--- config.mk ---
export PLATFORM = sky130hd
export DESIGN_NAME = main_control_fsm
export DESIGN_NICKNAME = d
export VERILOG_FILES = /design/src/rtl/main_control_fsm_pkg.sv /design/src/rtl/main_control_fsm_instr_class_decode.sv /design/src/rtl/main_control_fsm.sv
export SDC_FILE = /design/constraint.sdc
export NUM_CORES = 1
export LEC_CHECK = 0
export ABC_AREA = 1
export CAP_MARGIN = 25
export CORE_ASPECT_RATIO = 0.6
export CORE_MARGIN = 4
export CORE_UTILIZATION = 54
export CTS_CLUSTER_DIAMETER = 60
export DETAILED_ROUTE_END_ITERATION = 6
export GPL_TIMING_DRIVEN = 0
export HOLD_SLACK_MARGIN = 0.03
export PLACE_DENSITY = 0.86
export SYNTH_ARGS = -nofsm -noshare
export SYNTH_HDL_FRONTEND = slang
export SYNTH_HIERARCHICAL = 1
export SYNTH_SLANG_ARGS = --single-unit
--- constraint.sdc ---
create_clock -name clk -period 4.1 [get_ports clk]
set_clock_uncertainty 0.05 [all_clocks]
set_input_delay 0.41 -clock clk [delete_from_list [all_inputs] [get_ports clk]]
set_output_delay 0.41 -clock clk [all_outputs]
set_load 0.05 [all_outputs]
--- src/rtl/main_control_fsm_pkg.sv ---
// Shared encodings for the LEGv8 multi-cycle main control: states, instruction
// classes, alu_op codes and opcode constants.
package main_control_fsm_pkg;

    typedef enum logic [2:0] {
        ST_RESET   = 3'd0,
        ST_FETCH   = 3'd1,
        ST_DECODE  = 3'd2,
        ST_EXECUTE = 3'd3,
        ST_MEM     = 3'd4,
        ST_WB      = 3'd5,
        ST_HALT    = 3'd6
    } state_t;

    typedef enum logic [2:0] {
        CLS_R  = 3'd0,
        CLS_SH = 3'd1,
        CLS_LD = 3'd2,
        CLS_ST = 3'd3,
        CLS_CB = 3'd4,
        CLS_B  = 3'd5
    } iclass_t;

    localparam logic [1:0] ALUOP_ADD    = 2'b00;
    localparam logic [1:0] ALUOP_PASS_B = 2'b01;
    localparam logic [1:0] ALUOP_SHIFT  = 2'b10;
    localparam logic [1:0] ALUOP_RTYPE  = 2'b11;

    localparam logic [10:0] OP_ADD  = 11'b10001011000;
    localparam logic [10:0] OP_SUB  = 11'b11001011000;
    localparam logic [10:0] OP_AND  = 11'b10001010000;
    localparam logic [10:0] OP_ORR  = 11'b10101010000;
    localparam logic [10:0] OP_LSL  = 11'b11010011011;
    localparam logic [10:0] OP_LSR  = 11'b11010011010;
    localparam logic [10:0] OP_LDUR = 11'b11111000010;
    localparam logic [10:0] OP_STUR = 11'b11111000000;
    // CBZ and B carry register/offset bits in the low opcode bits; match prefixes only
    localparam logic [7:0]  OP_CBZ_PFX = 8'b10110100;
    localparam logic [5:0]  OP_B_PFX   = 6'b000101;

endpackage

--- src/rtl/main_control_fsm_instr_class_decode.sv ---
// Combinational opcode classifier: maps an 11-bit LEGv8 opcode to its
// instruction class and flags anything unrecognised as illegal.
module instr_class_decode
    import main_control_fsm_pkg::*;
(
    input  logic [10:0] i_opcode,
    output iclass_t     o_class,
    output logic        o_illegal
);

    always_comb begin
        o_class   = CLS_R;
        o_illegal = 1'b0;
        if (i_opcode == OP_ADD || i_opcode == OP_SUB ||
            i_opcode == OP_AND || i_opcode == OP_ORR) begin
            o_class = CLS_R;
        end else if (i_opcode == OP_LSL || i_opcode == OP_LSR) begin
            o_class = CLS_SH;
        end else if (i_opcode == OP_LDUR) begin
            o_class = CLS_LD;
        end else if (i_opcode == OP_STUR) begin
            o_class = CLS_ST;
        end else if (i_opcode[10:3] == OP_CBZ_PFX) begin
            o_class = CLS_CB;
        end else if (i_opcode[10:5] == OP_B_PFX) begin
            o_class = CLS_B;
        end else begin
            o_illegal = 1'b1;
        end
    end

endmodule

--- src/rtl/main_control_fsm.sv ---
// Multi-cycle main control FSM for the non-pipelined LEGv8 core: sequences
// fetch/decode/execute/mem/writeback, drives datapath enables and counts retires.
module main_control_fsm
    import main_control_fsm_pkg::*;
#(
    parameter int unsigned CNT_W = 32
) (
    input  logic             clk,
    input  logic             reset_n,
    input  logic [10:0]      opcode,
    input  logic             zero,
    input  logic             imem_ready,
    input  logic             dmem_ready,
    output logic             imem_req,
    output logic             ir_write,
    output logic             dmem_req,
    output logic             mem_read,
    output logic             mem_write,
    output logic [1:0]       alu_op,
    output logic             alu_src,
    output logic             reg2_loc,
    output logic             reg_write,
    output logic             mem_to_reg,
    output logic             pc_write,
    output logic             pc_src,
    output logic             instr_done,
    output logic             halted,
    output logic [CNT_W-1:0] retired
);

    state_t           r_state;
    state_t           w_next;
    iclass_t          r_class;
    iclass_t          w_class;
    logic             w_illegal;
    logic             w_retire;
    logic [CNT_W-1:0] r_retired;

    instr_class_decode u_decode (
        .i_opcode  (opcode),
        .o_class   (w_class),
        .o_illegal (w_illegal)
    );

    always_ff @(posedge clk or negedge reset_n) begin
        if (!reset_n) begin
            r_state <= ST_RESET;
        end else begin
            r_state <= w_next;
        end
    end

    always_ff @(posedge clk or negedge reset_n) begin
        if (!reset_n) begin
            r_class <= CLS_R;
        end else if (r_state == ST_DECODE) begin
            r_class <= w_class;
        end
    end

    always_ff @(posedge clk or negedge reset_n) begin
        if (!reset_n) begin
            r_retired <= '0;
        end else if (w_retire) begin
            r_retired <= r_retired + CNT_W'(1);
        end
    end

    assign retired    = r_retired;
    assign instr_done = w_retire;

    always_comb begin
        w_next     = r_state;
        w_retire   = 1'b0;
        imem_req   = 1'b0;
        ir_write   = 1'b0;
        dmem_req   = 1'b0;
        mem_read   = 1'b0;
        mem_write  = 1'b0;
        alu_op     = ALUOP_ADD;
        alu_src    = 1'b0;
        reg2_loc   = 1'b0;
        reg_write  = 1'b0;
        mem_to_reg = 1'b0;
        pc_write   = 1'b0;
        pc_src     = 1'b0;
        halted     = 1'b0;

        case (r_state)
            ST_RESET: w_next = ST_FETCH;

            ST_FETCH: begin
                imem_req = 1'b1;
                ir_write = imem_ready;
                if (imem_ready) w_next = ST_DECODE;
            end

            ST_DECODE: begin
                if (w_illegal) begin
                    w_next = ST_HALT;
                end else begin
                    w_next   = ST_EXECUTE;
                    reg2_loc = (w_class == CLS_ST) || (w_class == CLS_CB);
                end
            end

            ST_EXECUTE: begin
                case (r_class)
                    CLS_R: begin
                        alu_op = ALUOP_RTYPE;
                        w_next = ST_WB;
                    end
                    CLS_SH: begin
                        alu_op  = ALUOP_SHIFT;
                        alu_src = 1'b1;
                        w_next  = ST_WB;
                    end
                    CLS_LD, CLS_ST: begin
                        alu_op  = ALUOP_ADD;
                        alu_src = 1'b1;
                        w_next  = ST_MEM;
                    end
                    CLS_CB: begin
                        alu_op   = ALUOP_PASS_B;
                        pc_write = 1'b1;
                        pc_src   = zero;
                        w_retire = 1'b1;
                        w_next   = ST_FETCH;
                    end
                    CLS_B: begin
                        pc_write = 1'b1;
                        pc_src   = 1'b1;
                        w_retire = 1'b1;
                        w_next   = ST_FETCH;
                    end
                    default: w_next = ST_HALT;
                endcase
            end

            // Store retires in the completing MEM cycle, so PC update and retire
            // are qualified by dmem_ready to fire exactly once.
            ST_MEM: begin
                dmem_req  = 1'b1;
                mem_read  = (r_class == CLS_LD);
                mem_write = (r_class == CLS_ST);
                alu_op    = ALUOP_ADD;
                alu_src   = 1'b1;
                if (dmem_ready) begin
                    if (r_class == CLS_LD) begin
                        w_next = ST_WB;
                    end else begin
                        pc_write = 1'b1;
                        w_retire = 1'b1;
                        w_next   = ST_FETCH;
                    end
                end
            end

            ST_WB: begin
                reg_write  = 1'b1;
                mem_to_reg = (r_class == CLS_LD);
                pc_write   = 1'b1;
                w_retire   = 1'b1;
                w_next     = ST_FETCH;
            end

            ST_HALT: halted = 1'b1;

            default: w_next = ST_RESET;
        endcase
    end

endmodule

==> results.toml, run 1 <==
[critical_path]
crit_fanout = 5
cpPeakStageDelay_ps = 840
startpoint_type = "primary input"
cp_data_arrival_time_ps = 2750
ff2ff_path_depth = 7
reg2reg_from = "retired[0]"
crit_path_end_kind = "primary output"
worstPathCellList = "clkdlybuf4s50_1 -> nand2_1 -> nor3_1 -> nand3_1 -> nand2_1 -> nor2_2 -> inv_1 -> nand2_1 -> nor3b_1 -> clkdlybuf4s50_1"
rr_endpoint = "retired[25]"
cp_slowest_cell = "clkdlybuf4s50_1"
cp_common_cell = "nand2_1"
rrSetupSlack_ps = 2120
worst-setup-path-type = "in -> out"
crit_required_ps = 3640

[grt]
antenna_found_initial = 0
grt_pass1_vias = 2451
grt_pass1_wl_um = 11700
gr-total-overflow = 0
grt_max_degree = 39
grtUsageTotal_pct = 24.7

[sta]
maxSlewViolCount = 0
fmax_ghz = 0.312
slew_headroom_pct = 45.9
setup_viol = 0
worstMarginPinSlew_ps = 811
period_share_pct = 78.2
rsz0062_at_grt = "false"
hold_viol_final = 0
tns_ps = 0
period_needed_ps = 3210

[floorplan]
core_region_area_um2 = 4610
core.rowCount = 19
io_pins = 63
die_h_um = 61.7
initial_core_util_pct = 56.3
die_area_um2 = 6020
die_w_um = 97.5

[layout]
diodes = 0
fin_nets = 487
final_layout_size_suffix_gt1_share_pct = 7.23
final_cells = 533
syn_to_final_growth_pct = 31.1
layout.cell_area.non_filler_um2 = 3400
fin_util_pct = 73.8

[detailed_routing]
wl_um = 7150
vias = 2812
avgRoutedWirePerCell_um = 13.4
dr.pass1.iters = 5
drc_errors = 0
antenna_left = 0
viasPerCell = 5.28
drtIter0Drc = 261

[power_and_ir_drop]
power_density_nw_per_um2 = 440
p_seq_share_pct = 32.1
p_switching_mw = 0.662
peakVddDrop_v = 0.000319
pwr-share-comb_pct = 46.5
totalPowerFinal_mw = 1.50
power_frac_clock_pct = 21.5
sw_frac_of_total_pct = 44.3
leakage_nw = 1.50
p_int_mw = 0.834

[synthesis]
synth_xor_area_share_pct = 5.39
synthCells = 401
syn_area_per_cell_um2 = 6.48
synth_adder_area_share_pct = 0.482
synth_top_family_by_area = "simple AND/OR/NAND/NOR gates"
ys_ff_latch = 38
yosysUniqueCellTypes = 28
yosysSeqAreaShare_pct = 36.6
netlist_area_um2 = 2600
synthMuxAreaShare_pct = 0
synth-compound-area-share_pct = 3.28
yosysWarnings = 6
synth_nets = 418
synth-simple-area-share_pct = 44.6

[placement]
gp_congestion = 0.936
dpl.cell_count = 526
dpl_cell_area_um2 = 3290
dpl.hpwl_um = 5530
numPortBuffers = 62

[clock_tree]
cts_tree = "done"
cts.sinks = 38
cts_max_level = 2
cts-hold-fix-buffers = 0
cts_inserted_buffers = 5
root_buffer = "clkbuf_8"
insertion_delay_ps = 280
clk_pin_slew_ps = 70
clockBufferDepth = 2
ctsResizeCount = 0
cts_setup_buffers = 0

[status]
outcome = "complete, no violations"

[job]
drv_cap = 0

[worst_hold_path]
holdCritPathClass = "in -> async"
## critical path: cells and delay by family
family	cells	cell delay [ps]
buffers and inverters	3	1440
and+or+nand+nor	7	890
## per-layer routing
layer  wire [µm]  up-vias  GRT usage (%)
met5           0        -              0
met4          64        0           5.92
met3         648       11           5.02
met2        2990      131           35.8
met1        3440     1285           38.0
li1            -     1385              -
## cells by family (layout without fill, tap and decap cells)
logic type      count (synthesis)  in the layout
simple gates                  270            270
compound gates                 15             15
flops                          38             38
fa+ha+maj                       1              1
xor+xnor                       16             16
buf+inv                        61            130
## how the worst max path moves through the flow
stage / startpoint / to / slack (ps)
3_3_place_gp: opcode[7] / reg2_loc / 1040
3_5_place_dp: opcode[7] / reg2_loc / 940
2_1_floorplan: r_state[1] / mem_write / 1010
5_1_grt: opcode[7] / reg2_loc / 780
6_report: opcode[7] / reg2_loc / 890
4_1_cts: opcode[7] / reg2_loc / 940
## state kept, by name (all words and copies together), names as in the netlist
register and count:
r_class 3, retired 32, r_state 3
## cells in the final DEF, fill, tap and decap left out, types with 2 or more instances in the layout
master / count
nand3b_1: 3
buf_4: 4
nand2_1: 143
clkdlybuf4s50_1: 61
nand3_2: 2
clkbuf_8: 6
nand4_1: 12
nand3_1: 25
nor2_1: 61
xor2_1: 4
inv_1: 48
o21ai_0: 10
nor3_1: 9
inv_2: 8
xnor2_1: 12
nor2_2: 9
dfrtp_1: 38
## synthesized netlist by cell type
cell | n | area [µm²]
nand2_1 | 143 | 537
nor2_1 | 61 | 229
inv_1 | 48 | 180
dfrtp_1 | 38 | 951
nand3_1 | 25 | 125
nand4_1 | 12 | 75.1
xnor2_1 | 12 | 105
o21ai_0 | 10 | 50.1
nor2_2 | 9 | 56.3
nor3_1 | 9 | 45.0
inv_2 | 8 | 30.0
buf_4 | 4 | 30.0
xor2_1 | 4 | 35.0
nand3b_1 | 3 | 22.5
nand3_2 | 2 | 20.0
a21o_1 | 1 | 7.51
a21oi_1 | 1 | 5.00
and2_1 | 1 | 6.26
and3_1 | 1 | 6.26
buf_6 | 1 | 11.3
ha_1 | 1 | 12.5
nand2_4 | 1 | 11.3
nor3_2 | 1 | 10.0
nor3b_1 | 1 | 7.51
nor4_1 | 1 | 6.26
o211a_1 | 1 | 10.0
o21a_1 | 1 | 7.51
o21ai_1 | 1 | 5.00
## through the flow
step | setup slack (ps) | hold slack, ps
3_3_place_gp | 1040 | 464
6_report | 894 | 159
2_1_floorplan | 1010 | 64.4
5_1_grt | 779 | 245
3_5_place_dp | 941 | 470
4_1_cts | 940 | 195
## power groups by stage
stage,clock (mW),combinational (mW),sequential [mW]
global placement,0,0.680,0.483
global route,0.345,0.746,0.489
floorplan,0,0.385,0.558
finish,0.321,0.696,0.480
CTS,0.323,0.694,0.477
detailed placement,0,0.689,0.484
## layout make-up
type | count | area (µm²)
multi-input cells | 302 | 1400
fillers | 396 | 1210
flip-flops and latches | 38 | 951
repair buffers | 62 | 616
inverters | 56 | 210
clock buffers | 6 | 82.6
well taps | 63 | 78.8
plain buffers | 5 | 41.3
clock inverters | 1 | 30.0
No activity file was read; power rests on OpenSTA's default activity.
==> run 2, diff against run 1 <==
--- a/config.mk
+++ b/config.mk
@@ -9,12 +9,12 @@
 export CAP_MARGIN = 25
 export CORE_ASPECT_RATIO = 0.6
 export CORE_MARGIN = 4
-export CORE_UTILIZATION = 54
+export CORE_UTILIZATION = 45
 export CTS_CLUSTER_DIAMETER = 60
 export DETAILED_ROUTE_END_ITERATION = 6
 export GPL_TIMING_DRIVEN = 0
 export HOLD_SLACK_MARGIN = 0.03
-export PLACE_DENSITY = 0.86
+export PLACE_DENSITY = 0.77
 export SYNTH_ARGS = -nofsm -noshare
 export SYNTH_HDL_FRONTEND = slang
 export SYNTH_HIERARCHICAL = 1
==> constraint.sdc (replaced) <==
create_clock -name clk -period 2.7 [get_ports clk]
set_clock_uncertainty 0.05 [all_clocks]
set_input_delay 0.27 -clock clk [delete_from_list [all_inputs] [get_ports clk]]
set_output_delay 0.27 -clock clk [all_outputs]
set_load 0.05 [all_outputs]
==> results.toml, run 2 (same netlist as run 1, synthesis figures left out) <==
[floorplan]
die_area_um2 = 7090
die_h_um = 66.9
core_region_area_um2 = 5570
initial_core_util_pct = 46.6
die_w_um = 106
core.rowCount = 21
io_pins = 63

[sta]
whs_ps = 25.5
worstMarginPinSlew_ps = 863
fmax_ghz = 0.396
period_share_pct = 93.5
setup_viol = 0
rsz0062_at_grt = "false"
period_needed_ps = 2520
maxSlewViolCount = 0
hold_viol_final = 0
slew_headroom_pct = 42.4
worst_slack_ps = 176

[critical_path]
startpoint_type = "flip-flop"
cp_slowest_cell = "dfrtp_1"
rr_endpoint = "retired[25]"
reg2reg_from = "retired[1]"
critical-path-top-delay-family = "buffers and inverters"
worst-setup-path-type = "reg -> out"
worstPathCellList = "nand3_1 -> nor2_1 -> nor2_1 -> nand2_4 -> buf_4 -> buf_4 -> clkdlybuf4s15_1"
crit_required_ps = 2380
crit_fanout = 11
path_buf_inv = 3
critPathLaunch = "r_state[0]"
ff2ff_path_depth = 7
rrSetupSlack_ps = 750
cpPeakStageDelay_ps = 480
cp_data_arrival_time_ps = 2200
crit_path_end_kind = "primary output"

[clock_tree]
cts_tree = "done"
cts_inserted_buffers = 5
cts_max_level = 2
cts-hold-fix-buffers = 0
insertion_delay_ps = 300
root_buffer = "clkbuf_8"
cts.sinks = 38
clk_pin_slew_ps = 80
clockBufferDepth = 2

[layout]
layout.cell_area.non_filler_um2 = 3420
largest_reg_flops = 32
diodes = 0
fin_util_pct = 61.4
final_layout_size_suffix_gt1_share_pct = 7.86
mostFrequentLayoutCell = "nand2_1"
syn_to_final_growth_pct = 31.7
final_cell_mix = "143 x nand2_1, 61 x nor2_1, 58 x clkdlybuf4s50_1"
fin_nets = 487

[detailed_routing]
wl_met2_um = 2920
wl_um = 7070
avgRoutedWirePerCell_um = 12.8
vias = 2731
dr.pass1.iters = 5
drtIter0Drc = 198
antenna_left = 0
wl_met3_um = 540
viasPerCell = 4.96
wl_met1_um = 3560
routed.top_layer = "met4"
drc_errors = 0

[grt]
grt_pass1_vias = 2470
grt_max_degree = 39
gr-total-overflow = 0
grtUsageTotal_pct = 21.1
antenna_found_initial = 0
grt_pass1_wl_um = 11900

[placement]
dpl_cell_area_um2 = 3320
post-place-ws_ps = -147
dpl.hpwl_um = 5560
gp_congestion = 0.923
numPortBuffers = 62

[status]
outcome = "complete, no violations"

[power_and_ir_drop]
leakage_nw = 1.51
power_density_nw_per_um2 = 658
totalPowerFinal_mw = 2.25
peakVddDrop_v = 0.000577

[job]
drv_cap = 0

[worst_hold_path]
holdCritPathClass = "in -> async"
## run 2: what timing repair did
| action | CTS | global route |
|---|---|---|
| setup buffers | 0 | 0 |
| endpoints found under the setup margin | 3 | 2 |
| resized for setup | 3 | 4 |
## run 2: worst reg2reg max path: stages, from the launching register on
cell and delay [ps]:
dfrtp_1 430, nand3_1 200, nor2_1 210, nand3_1 130, nor2_1 500, nand3_1 170, nand2_1 110, nand2_1 50
## run 2: final cells by class
class | instances | area, µm²
Fill cell | 515 | 2150
Multi-Input combinational cell | 302 | 1400
Sequential cell | 38 | 951
Timing Repair Buffer | 62 | 609
Inverter | 56 | 210
Tap cell | 80 | 100
Clock buffer | 5 | 68.8
Buffer | 5 | 41.3
Clock inverter | 3 | 40.0
## run 2: per-stage QoR
step / std cells / TNS [ps]
finish: 551 / 0
global route: 551 / 0
CTS: 551 / 0
detailed placement: 543 / -147
floorplan: 401 / 0
global placement: 543 / -129
## run 2: how the worst max path moves through the flow
stage	endpoint	slack, ps	cells after the start
finish	pc_write	180	7
global route	pc_write	20	7
CTS	pc_write	120	8
detailed placement	reg2_loc	-150	12
global placement	reg2_loc	-130	12
floorplan	reg2_loc	300	3
## run 2: where the power goes
| part | internal [mW] | switching (mW) | leakage (nW) |
|---|---|---|---|
| Sequential | 0.635 | 0.0883 | 0.506 |
| Combinational | 0.328 | 0.717 | 0.942 |
| Clock | 0.272 | 0.211 | 0.0579 |
| Total | 1.23 | 1.02 | 1.51 |
## run 2: routing by layer
layer  vias to the layer above  track usage, %
met1                      1249            32.2
li1                       1380               -
met5                         -               0
met3                         7            5.03
met4                         0            5.49
met2                        95            29.5
==> run 3, diff against run 2 <==
--- a/config.mk
+++ b/config.mk
@@ -17,5 +17,4 @@
 export PLACE_DENSITY = 0.77
 export SYNTH_ARGS = -nofsm -noshare
 export SYNTH_HDL_FRONTEND = slang
-export SYNTH_HIERARCHICAL = 1
 export SYNTH_SLANG_ARGS = --single-unit
==> constraint.sdc (replaced) <==
create_clock -name clk -period 2.1 [get_ports clk]
set_clock_uncertainty 0.05 [all_clocks]
set_input_delay 0.21 -clock clk [delete_from_list [all_inputs] [get_ports clk]]
set_output_delay 0.21 -clock clk [all_outputs]
set_load 0.05 [all_outputs]
==> results.toml, run 3 <==
[status]
outcome = "finished, violations left"
violations = "negative setup slack"

[critical_path]
cp_data_arrival_time_ps = 1850
crit_fanout = 5
startpoint_type = "primary input"
worst-setup-path-type = "in -> out"
crit_path_end_kind = "primary output"
crit_required_ps = 1840

[sta]
maxSlewViolCount = 0
worstMarginPinSlew_ps = 869
setup_viol = 1
fmax_ghz = 0.474
whs_ps = 402
rsz0062_at_grt = "true"
slew_headroom_pct = 42.1
period_share_pct = 100
period_needed_ps = 2110
hold_viol_final = 0
worst_slack_ps = -9.42

[clock_tree]
root_buffer = "clkbuf_8"
clk_pin_slew_ps = 70
cts_max_level = 2
insertion_delay_ps = 290
cts_inserted_buffers = 5
clockBufferDepth = 2
cts.sinks = 38
cts_tree = "done"

[floorplan]
die_w_um = 106
core_region_area_um2 = 5570
core.rowCount = 21
initial_core_util_pct = 46.6
io_pins = 63
die_h_um = 66.8
die_area_um2 = 7090

[synthesis]
synth-simple-area-share_pct = 42.4
synth_area_leaders = "dfrtp_1 37%, nand2_1 19%, inv_1 8.5%"
synth_adder_area_share_pct = 0.482
synth_top_family_by_area = "simple AND/OR/NAND/NOR gates"
async_flop_share_pct = 100
yosys.area.top_type = "dfrtp_1"
synthCells = 400
yosysWarnings = 0
yosysUniqueCellTypes = 23
synth_top_area_share_pct = 36.6
synth_xor_area_share_pct = 6.41
synthMuxAreaShare_pct = 0
synth-main-ff-cell = "dfrtp_1"
synthTopCellsByCount = "133 x nand2_1, 59 x inv_1, 51 x nor2_1, 38 x dfrtp_1, 24 x nand3_1"
netlist_area_um2 = 2600
synthMostInstantiatedCell = "nand2_1"
ys_ff_latch = 38
yosysSeqAreaShare_pct = 36.6
synth-compound-area-share_pct = 4.05
synth_nets = 417
syn_area_per_cell_um2 = 6.49
synth_edf_count = 0

[detailed_routing]
vias = 2845
drc_errors = 0
dr.pass1.iters = 6
drtIter0Drc = 238
antenna_left = 0
wl_um = 7730
avgRoutedWirePerCell_um = 13.8
viasPerCell = 5.10

[layout]
diodes = 0
final_cell_mix = "132 x nand2_1, 57 x inv_1, 43 x nor2_1"
fin_nets = 495
largest_reg_flops = 32
final_layout_size_suffix_gt1_share_pct = 13.2
final_cells = 558
layout.cell_area.non_filler_um2 = 3590
mostFrequentLayoutCell = "nand2_1"
syn_to_final_growth_pct = 38.3

[grt]
antenna_found_initial = 0
grt_pass1_vias = 2569
grt_max_degree = 39
grtUsageTotal_pct = 22.4
gr-total-overflow = 0
grt_pass1_wl_um = 12200

[placement]
dpl.cell_count = 542
dpl.hpwl_um = 5790
numPortBuffers = 62
gp_congestion = 0.939
dpl_cell_area_um2 = 3380
post-place-ws_ps = -646

[power_and_ir_drop]
peakVddDrop_v = 0.000779
totalPowerFinal_mw = 3.42
power_density_nw_per_um2 = 954
leakage_nw = 1.69

[worst_hold_path]
holdCritPathClass = "in -> reg"

[job]
drv_cap = 0
## run 3: worst max-delay path: stages
cell and delay (ps):
clkdlybuf4s50_1 550, nand2_1 120, nor2_4 150, nand2_1 80
nand2_1 90, nor2_1 50, nand2_1 70, nand2_2 90
nor3_4 250, buf_6 190
## run 3: what timing repair did
action | in CTS | in global routing
hold endpoints to repair | 38 | 0
pin swaps | 1 | 4
setup endpoints to repair | 15 | 10
setup buffers | 4 | 5
gates resized for setup | 49 | 21
hold buffers | 1 | 0
## run 3: kinds of logic after synthesis
kind of cell / Yosys count
buf+inv: 65
flops: 38
fa+ha+maj: 1
xor+xnor: 19
simple gates: 257
compound gates: 20
## run 3: final timing paths
path | startpoint | endpoint | slack, ps | depth (start not counted)
worst min-delay path | opcode[3] | r_class[2] | 400 | 6
max in group asynchronous | reset_n | r_state[2] | 890 | 2
worst min register to register | retired[15] | retired[15] | 480 | 2
min in group asynchronous | reset_n | retired[31] | 510 | 2
worst max register to register | retired[0] | retired[20] | 180 | 9
worst max-delay path | opcode[7] | reg2_loc | -9 | 10
## run 3: per-stage QoR
stage	utilization, %	setup TNS [ps]
after floorplan	-	-109
after global placement	60.8	-8390
after detailed placement	60.7	-1990
after CTS	63.7	0
after global routing	64.5	-95.0
final	64.5	-9.42
## run 3: where the power goes
group	total (mW)	internal, mW	switching (mW)
clock	0.650	0.381	0.270
combinational	1.76	0.554	1.21
sequential	1.01	0.852	0.160
total	3.42	1.79	1.64
## run 3: metal layers
layer | track usage [%] | part of all wire [%] | up-vias
met4 | 5.01 | 1.1 | 0
met3 | 6.97 | 9.6 | 12
li1 | - | - | 1403
met1 | 32.6 | 48 | 1309
met5 | 0 | 0 | -
met2 | 32.3 | 41 | 121
## run 3: layout make-up
cell class,instances,area [µm²]
Inverter,60,229
Clock inverter,1,30.0
Fill cell,503,1980
Timing Repair Buffer,72,678
Tap cell,80,100
Clock buffer,6,82.6
Sequential cell,38,955
Buffer,4,35.0
Multi-Input combinational cell,297,1480
